--- config.mk ---
export PLATFORM = sky130hd
export DESIGN_NAME = ym3438_ch_freq_regs
export DESIGN_NICKNAME = d
export VERILOG_FILES = /design/src/rtl/ym3438_ch_freq_regs.sv
export SDC_FILE = /design/constraint.sdc
export NUM_CORES = 1
export LEC_CHECK = 0
export CAP_MARGIN = 20
export CORE_ASPECT_RATIO = 1.25
export CORE_MARGIN = 2
export CORE_UTILIZATION = 40
export DETAILED_ROUTE_END_ITERATION = 16
export SLEW_MARGIN = 20
export SYNTH_ARGS = -nofsm -noshare
export SYNTH_HDL_FRONTEND = slang
export SYNTH_SLANG_ARGS = --single-unit
--- constraint.sdc ---
create_clock -name MCLK -period 4.1 [get_ports MCLK]
set_input_delay 0.82 -clock MCLK [delete_from_list [all_inputs] [get_ports MCLK]]
set_output_delay 0.82 -clock MCLK [all_outputs]
set_load 0.02 [all_outputs]
--- src/rtl/ym3438_ch_freq_regs.sv ---
// Channel frequency/pan register file with per-slot readout for the LFO/phase path.
// Latency: slot outputs are registered and valid right after the c1 edge that advances the slot.
// Backpressure: none; writes always commit in one MCLK cycle, c1=0 freezes slot and outputs.
//
// Ports: MCLK/IC clock and async active-low reset; c1 slot strobe; fsm_sel23 slot resync;
//        wr_en/wr_addr/wr_data register write (wr_addr[8] selects part);
//        fnum/block/pms/ams/pan_l/pan_r per-slot values; lfo/reg_21 global regs; slot index.
// Build option: define YM_CH3_SPECIAL_EN for per-operator fnum/block on channel 3 (0x27 mode).
module ym3438_ch_freq_regs #(
  parameter int unsigned SYNC_SLOT = 23,
  parameter logic [1:0]  RESET_PAN = 2'b11
) (
  input  logic        MCLK,
  input  logic        IC,
  input  logic        c1,
  input  logic        fsm_sel23,
  input  logic        wr_en,
  input  logic [8:0]  wr_addr,
  input  logic [7:0]  wr_data,
  output logic [10:0] fnum,
  output logic [2:0]  block,
  output logic [2:0]  pms,
  output logic [1:0]  ams,
  output logic        pan_l,
  output logic        pan_r,
  output logic [3:0]  lfo,
  output logic [7:0]  reg_21,
  output logic [4:0]  slot
);

  // Per-channel state, index 0..2 = part0 ch1-3, 3..5 = part1 ch4-6.
  logic [10:0] fnum_r  [6];
  logic [2:0]  block_r [6];
  logic [2:0]  pms_r   [6];
  logic [1:0]  ams_r   [6];
  logic [1:0]  pan_r_q [6];   // {L,R}
  logic [5:0]  hi_latch [2];  // one A4-A6 latch per part: {block, fnum[10:8]}

`ifdef YM_CH3_SPECIAL_EN
  logic [10:0] sp_fnum  [3];  // index 0..2 = A8/A9/AA
  logic [2:0]  sp_block [3];
  logic [5:0]  sp_latch;
  logic [1:0]  shadow;        // 0x27 [7:6]
`endif

  // Write decode
  logic       part;
  logic [1:0] ach;
  logic [5:0] agrp;
  logic       ch_ok;
  logic [2:0] wch;
  logic       hit_a0, hit_a4, hit_b4, hit_21, hit_22;

  assign part   = wr_addr[8];
  assign ach    = wr_addr[1:0];
  assign agrp   = wr_addr[7:2];
  assign ch_ok  = (ach != 2'd3);
  assign wch    = part ? (3'd3 + {1'b0, ach}) : {1'b0, ach};
  assign hit_a0 = wr_en && ch_ok && (agrp == 6'h28);
  assign hit_a4 = wr_en && ch_ok && (agrp == 6'h29);
  assign hit_b4 = wr_en && ch_ok && (agrp == 6'h2D);
  assign hit_21 = wr_en && (wr_addr == 9'h021);
  assign hit_22 = wr_en && (wr_addr == 9'h022);

`ifdef YM_CH3_SPECIAL_EN
  logic hit_a8, hit_ac, hit_27;
  assign hit_a8 = wr_en && ch_ok && !part && (agrp == 6'h2A);
  assign hit_ac = wr_en && ch_ok && !part && (agrp == 6'h2B);
  assign hit_27 = wr_en && (wr_addr[7:0] == 8'h27);
`endif

  // Register storage
  always_ff @(posedge MCLK or negedge IC) begin
    if (!IC) begin
      for (int i = 0; i < 6; i++) begin
        fnum_r[i]  <= '0;
        block_r[i] <= '0;
        pms_r[i]   <= '0;
        ams_r[i]   <= '0;
        pan_r_q[i] <= RESET_PAN;
      end
      hi_latch[0] <= '0;
      hi_latch[1] <= '0;
      lfo         <= '0;
      reg_21      <= '0;
`ifdef YM_CH3_SPECIAL_EN
      for (int i = 0; i < 3; i++) begin
        sp_fnum[i]  <= '0;
        sp_block[i] <= '0;
      end
      sp_latch <= '0;
      shadow   <= '0;
`endif
    end else begin
      if (hit_a4) hi_latch[part] <= wr_data[5:0];
      // The latch is not cleared on commit, so back-to-back A0 writes share one A4 value.
      if (hit_a0) begin
        fnum_r[wch]  <= {hi_latch[part][2:0], wr_data};
        block_r[wch] <= hi_latch[part][5:3];
      end
      if (hit_b4) begin
        pan_r_q[wch] <= wr_data[7:6];
        ams_r[wch]   <= wr_data[5:4];
        pms_r[wch]   <= wr_data[2:0];
      end
      if (hit_22) lfo    <= wr_data[3:0];
      if (hit_21) reg_21 <= wr_data;
`ifdef YM_CH3_SPECIAL_EN
      if (hit_ac) sp_latch <= wr_data[5:0];
      if (hit_a8) begin
        sp_fnum[ach]  <= {sp_latch[2:0], wr_data};
        sp_block[ach] <= sp_latch[5:3];
      end
      if (hit_27) shadow <= wr_data[7:6];
`endif
    end
  end

  // Next slot and the values it selects; storage is read before this edge's write lands.
  logic [4:0]  nslot;
  logic [2:0]  nch;
  logic [10:0] sel_fnum;
  logic [2:0]  sel_block;

`ifdef YM_CH3_SPECIAL_EN
  logic [1:0] ngrp;
  logic [1:0] sp_idx;
`endif

  always_comb begin
    nslot = slot + 5'd1;
    if (fsm_sel23 || (slot == 5'(SYNC_SLOT))) nslot = '0;
    nch       = 3'(nslot % 5'd6);
    sel_fnum  = fnum_r[nch];
    sel_block = block_r[nch];
`ifdef YM_CH3_SPECIAL_EN
    ngrp = 2'(nslot / 5'd6);
    // Slot groups run op1,op3,op2,op4; op1->A9, op3->A8, op2->AA, op4 keeps the main A2.
    case (ngrp)
      2'd0:    sp_idx = 2'd1;
      2'd1:    sp_idx = 2'd0;
      default: sp_idx = 2'd2;
    endcase
    if ((nch == 3'd2) && (shadow != 2'b00) && (ngrp != 2'd3)) begin
      sel_fnum  = sp_fnum[sp_idx];
      sel_block = sp_block[sp_idx];
    end
`endif
  end

  // Slot counter and registered per-slot outputs
  always_ff @(posedge MCLK or negedge IC) begin
    if (!IC) begin
      slot  <= '0;
      fnum  <= '0;
      block <= '0;
      pms   <= '0;
      ams   <= '0;
      pan_l <= RESET_PAN[1];
      pan_r <= RESET_PAN[0];
    end else if (c1) begin
      slot  <= nslot;
      fnum  <= sel_fnum;
      block <= sel_block;
      pms   <= pms_r[nch];
      ams   <= ams_r[nch];
      pan_l <= pan_r_q[nch][1];
      pan_r <= pan_r_q[nch][0];
    end
  end

endmodule
Yosys cells after proc, flatten, opt, wreduce, memory -nomap -nowiden
Index checks and enable logic that the tools add are counted.
Widths: inputs -> output; s select.
{ "op_classes": {"n_eq_ne": 7, "muxes": 34, "n_addsub": 2, "n_lt_le_gt_ge": 5, "n_bitwise": 3, "reduce_logical": 9, "div": 1} }
{ "ops": {"columns": ["operator", "count"], "rows": [
  ["$bwmux 66", 1],
  ["$bwmux 12", 3],
  ["$bwmux 18", 2],
  ["$bmux 11 s3", 1],
  ["$demux 11 s3", 1],
  ["$mux 11", 3],
  ["$mux 6", 4],
  ["$bmux 3 s3", 2],
  ["$eq 6x6->1 const B", 3],
  ["$eq 9x6->1 const B", 2],
  ["$mux 3", 6],
  ["$bmux 2 s3", 2],
  ["$mux 2", 5],
  ["$demux 3 s3", 1],
  ["$ge 4x4->1 const B", 2],
  ["$logic_and 1x1->1", 8],
  ["$not 3->4", 2],
  ["$demux 2 s3", 1],
  ["$demux 6 s1", 1],
  ["$add 5x1->5 const B", 1],
  ["$eq 5x5->1 const B", 1],
  ["$mod 5x3->5 const B", 1],
  ["$mux 5", 1],
  ["$lt 4x1->1 const B", 1],
  ["other kinds (6)", 6]
]} }
{ "word_totals": {"inputBits": 22, "out_inout_bits": 38, "regBits": 176, "word_cells": 102} }

Depth between registers and ports, before layout
{ "depth": {"word_depth": 8, "depth_mapped": 19, "depth_no_buf": 16} }

Least setup slack after synthesis
OpenSTA, ideal clock, no wires.
{ "synth_path": {"path_type": "input -> register", "start": "in fsm_sel23", "end": "reg ams[0]", "t_arrival_ns": 4.297, "slack_ns": -0.329, "t_required_ns": 3.968, "n_path_buf": 3, "stages": 17, "setup_ns": 0.132, "cell_sequence": "buf_2 a211o_1 mux2i_4 ha_1 clkbuf_1 xor2_1 nand2_1 ha_1 nand2_1 a311oi_1 a21oi_2 a221oi_4 mux2i_1 buf_6 mux2i_1 o221a_1 o21ai_1"} }
{ "synth_between": {"elab_chain_cells": 7} }
{ "synth_rtl": {"columns": ["item", "line_no", "text"], "rows": [
  ["start, declared", "16", "input logic fsm_sel23,"],
  ["$logic_or 1x1->1", "132", "if (fsm_sel23 || (slot == 5'(SYNC_SLOT))) nslot = '0;"],
  ["$mux 5", "132", null],
  ["named net nslot[3]", "120", "logic [4:0] nslot;"],
  ["$mod 5x3->5", "133", "nch = 3'(nslot % 5'd6);"],
  ["$not 3->4 (implied by the code)", "166", "ams <= ams_r[nch];"],
  ["$bmux 2 s3", "166", null],
  ["$mux 2 (implied by the code) (2 in a row)", "166", null],
  ["end signal, assigned", "166", null],
  ["end, declared", "23", "output logic [1:0] ams,"]
]} }
The timed path passes the listed nets, and every way through them passes these cells. The select of a mux whose other input is x is not followed.
A chain may end at the register's enable or synchronous reset.

Worst setup path in the final report
{ "layout_path": {"start": "reg slot[0]", "end": "reg fnum[10]"} }
{ "layout_between": {"elab_chain_cells": 8, "elab_cells_between_ends": 9, "cone_classes": "add/sub: 1; div: 1; eq/ne: 1; mux: 4; bitwise: 1; reduce/logical: 1"} }
{ "layout_rtl": {"columns": ["item", "line_no", "text"], "rows": [
  ["start, declared", "28", "output logic [4:0] slot"],
  ["start signal, assigned", "162", "slot <= nslot;"],
  ["parallel branches: the longest is 2 deep, another holds $add 5x1->5", null, null],
  ["$mux 5 *", "132", null],
  ["named net nslot[3]", "120", null],
  ["$mod 5x3->5 *", "133", null],
  ["$not 3->4 (implied by the code) *", "134", "sel_fnum = fnum_r[nch];"],
  ["$bmux 11 s3 *", "134", null],
  ["$mux 11 (implied by the code) * (2 in a row)", "134", null],
  ["end signal, assigned", "163", "fnum <= sel_fnum;"],
  ["end, declared", "20", "output logic [10:0] fnum,"]
]} }
Mark *: on every way through the listed nets, which the timed path passes. The select of a mux whose other input is x is not followed.

==> impl_metrics.toml <==
[status]
status = "complete, no violations"

[critical_path]
cpLargestDelayFamily = "compound AO/OA/AOI/OAI gates"
critical_path_class = "flip-flop to flip-flop"
r2r_setup_slack_ns = 0.16
r2r_cells = 18
crit_path_top_delay_cell = "dfrtp_2"
cp.required_ns = 4.41
cp_max_fo = 5
worst-path-buf-inv = 3
slowest_delay_ns = 0.42
path_depth = 18
path_cells = "ha_4 > a211o_1 > mux2i_4 > ha_4 > xor2_1 > nand2_1 > ha_4 > nand2_2 > a311oi_4 > a21oi_2 > a221oi_4 > buf_6 > a21oi_2 > o211ai_1 > buf_4 > buf_6 > o221a_1 > o21ai_1"
worstPathArrival_ns = 4.24
endpoint_kind = "flip-flop"
startpoint_type = "flip-flop"
cpMostUsedCell = "ha_4"

[grt]
grt_pass1_vias = 6024
grt_pass1_wl_um = 32900
grt_usage = 0.194
antenna_found_initial = 0
grt_max_degree = 79
overflow = 0

[route]
first_pass_iters = 5
wl_um = 20500
vias = 5560
drt-initial-drc-count = 251
drc = 0
via_per_inst = 5.33
wl_per_cell_um = 19.7
antenna_left = 0

[logic_synthesis]
synth_edf_count = 0
yosysSeqAreaShare = 0.532
syn_inst = 673
syn_area_per_cell_um2 = 12.3
synth_area_um2 = 8310
ys_types = 56
ys_warn_count = 0
synth_seq_cells = 176
async_flop_share = 1.00
synthesis.nets = 703
synth_top_flop_cell = "dfrtp_1"

[sta]
period_needed_ns = 3.94
finalSetupViolations = 0
period_share = 0.960
finalHoldWorstSlack_ns = 0.405
fmax_mhz = 254
finClkSkew_ns = 0.00765
drv_slew = 0
fin_ws_ns = 0.162
worstMarginPinSlew_ns = 0.769
max_slew_margin = 0.486
tns_ns = 0
finalHoldViolCount = 0

[place]
dpl_cell_area_um2 = 9470
dpl.hpwl_um = 13600
place_ws_ns = -0.406
io_buffers = 59
routabilityCongestion = 0.795

[clocking]
clk-insertion-delay-late_ns = 0.43
clk_pin_slew_ns = 0.06
cts_tree = "done"
root_buffer = "clkbuf_16"
cts-buffers-inserted = 17
cts.sinks = 176
cts_buffer_depth = 2
cts-hold-fix-buffers = 0
cts_max_level = 4

[layout]
antenna_cells = 0
fin_util = 0.507
nets = 790
postLayoutCellArea_um2 = 10300
area_growth_pct = 23.6
nFillCells = 1793
post_route_cells_drive_above_1_share = 0.320

[floorplanning]
die_h_um = 165
die_x_um = 133
core_um2 = 20200
dieArea_um2 = 21900
rows = 58
ios = 60
start_util = 0.410

[run]
cap_violations = 0

[power]
p_leak_uw = 0.00474
ir_worst_vdd_v = 0.000286
power_per_cell_area_nw_per_um2 = 405

[min_path]
hp-class = "primary input to async pin"
==> timing repair <==
action,CTS,global route
endpoints found under the setup margin,0,21
gates resized for setup,0,26
buffers inserted,0,6
==> worst reg2reg max path: cells and delay by family (launching register included) <==
kind | cells | cell delay, ns
xor+xnor | 1 | 0.16
flops | 1 | 0.42
mux | 1 | 0.20
compound gates | 8 | 1.69
buf+inv | 3 | 0.52
fa+ha+maj | 3 | 0.66
simple gates | 2 | 0.19
==> power by group <==
group	internal [uW]	switching (uW)
registers	1790	32.0
logic	313	358
clock network	1000	666
total	3110	1060
==> cells in the final DEF (no fill, tap or decap), drive strengths merged, types with 3 or more instances in the layout <==
master | Yosys | routed
nand4b | 3 | 3
clkdlybuf4s50 | 0 | 57
o221a | 21 | 21
o21ai | 61 | 61
mux2 | 120 | 120
mux2i | 71 | 71
clkbuf | 33 | 23
nand4 | 3 | 3
nor2b | 7 | 7
nand2b | 24 | 24
bufinv | 0 | 3
clkinv | 0 | 4
nand3 | 9 | 9
inv | 9 | 10
nor2 | 8 | 8
nand2 | 56 | 56
buf | 16 | 58
ha | 8 | 8
and2 | 3 | 3
nor4 | 3 | 3
dfrtp | 162 | 162
a21oi | 7 | 7
dfstp | 14 | 14
o211ai | 3 | 3
==> stage by stage <==
stage,power [uW],std cells
final,4160,1043
after global routing,4300,1043
after CTS,4130,1034
after detailed placement,2470,1002
after global placement,2460,1002
after floorplan,2180,673
==> synthesized netlist by cell type (9+ instances only) <==
cell | number | area share
o221a_1 | 20 | 0.027
dfstp_2 | 14 | 0.044
nand2_1 | 56 | 0.025
dfrtp_1 | 162 | 0.49
inv_1 | 9 | 0.0041
clkbuf_1 | 33 | 0.015
mux2_2 | 120 | 0.16
buf_2 | 11 | 0.0066
nand2b_1 | 24 | 0.018
o21ai_0 | 38 | 0.023
o21ai_1 | 23 | 0.014
mux2i_1 | 70 | 0.084
==> path summary, 6_finish.rpt <==
kind | startpoint | end
min | IC | fnum_r[47]$_DFFE_PN0P_
min reg2reg | block_r[11]$_DFFE_PN0P_ | block_r[11]$_DFFE_PN0P_
max in group asynchronous | IC | pan_l$_DFFE_PN1P_
min in group MCLK | block_r[11]$_DFFE_PN0P_ | block_r[11]$_DFFE_PN0P_
max | slot[0]$_DFFE_PN0P_ | fnum[10]$_DFFE_PN0P_
max reg2reg | slot[0]$_DFFE_PN0P_ | fnum[10]$_DFFE_PN0P_
==> cell type report <==
class,instances,area (um^2),area share
clock buffer,22,474,0.0462
tap,270,338,0.0329
multi-input combinational,439,3740,0.364
inverter,9,33.8,0.00329
timing repair buffer,117,1130,0.110
sequential,176,4420,0.431
clock inverter,10,133,0.0129
==> metal layers <==
metal | global-route usage | wire, um | vias up
met5 | 0 | 0 | -
met3 | 0.0314 | 574 | 20
met4 | 0.0670 | 289 | 0
met2 | 0.335 | 10500 | 90
met1 | 0.249 | 9160 | 2869
li1 | - | - | 2581
==> cells by family (layout without fill, tap and decap cells) <==
group / after synthesis / count (layout) / share of synthesized area
adders and majority gates: 8 / 8 / 0.0120
and+or+nand+nor: 130 / 130 / 0.0828
muxes: 191 / 191 / 0.250
xor gates and xnor gates: 4 / 4 / 0.00422
DFF: 176 / 176 / 0.532
AOI/OAI and AO/OA: 106 / 106 / 0.0890
buffers and inverters: 58 / 158 / 0.0301
==> sequential cells by signal, indices dropped and copies added, names as in the netlist <==
name      count
ams           2
ams_r        12
block         3
block_r      18
fnum         11
fnum_r       66
hi_latch     12
lfo           4
pan_l         1
pan_r         1
pan_r_q      12
pms           3
pms_r        18
reg_21        8
slot          5
Note: power is estimated with default switching activity, not from simulation.
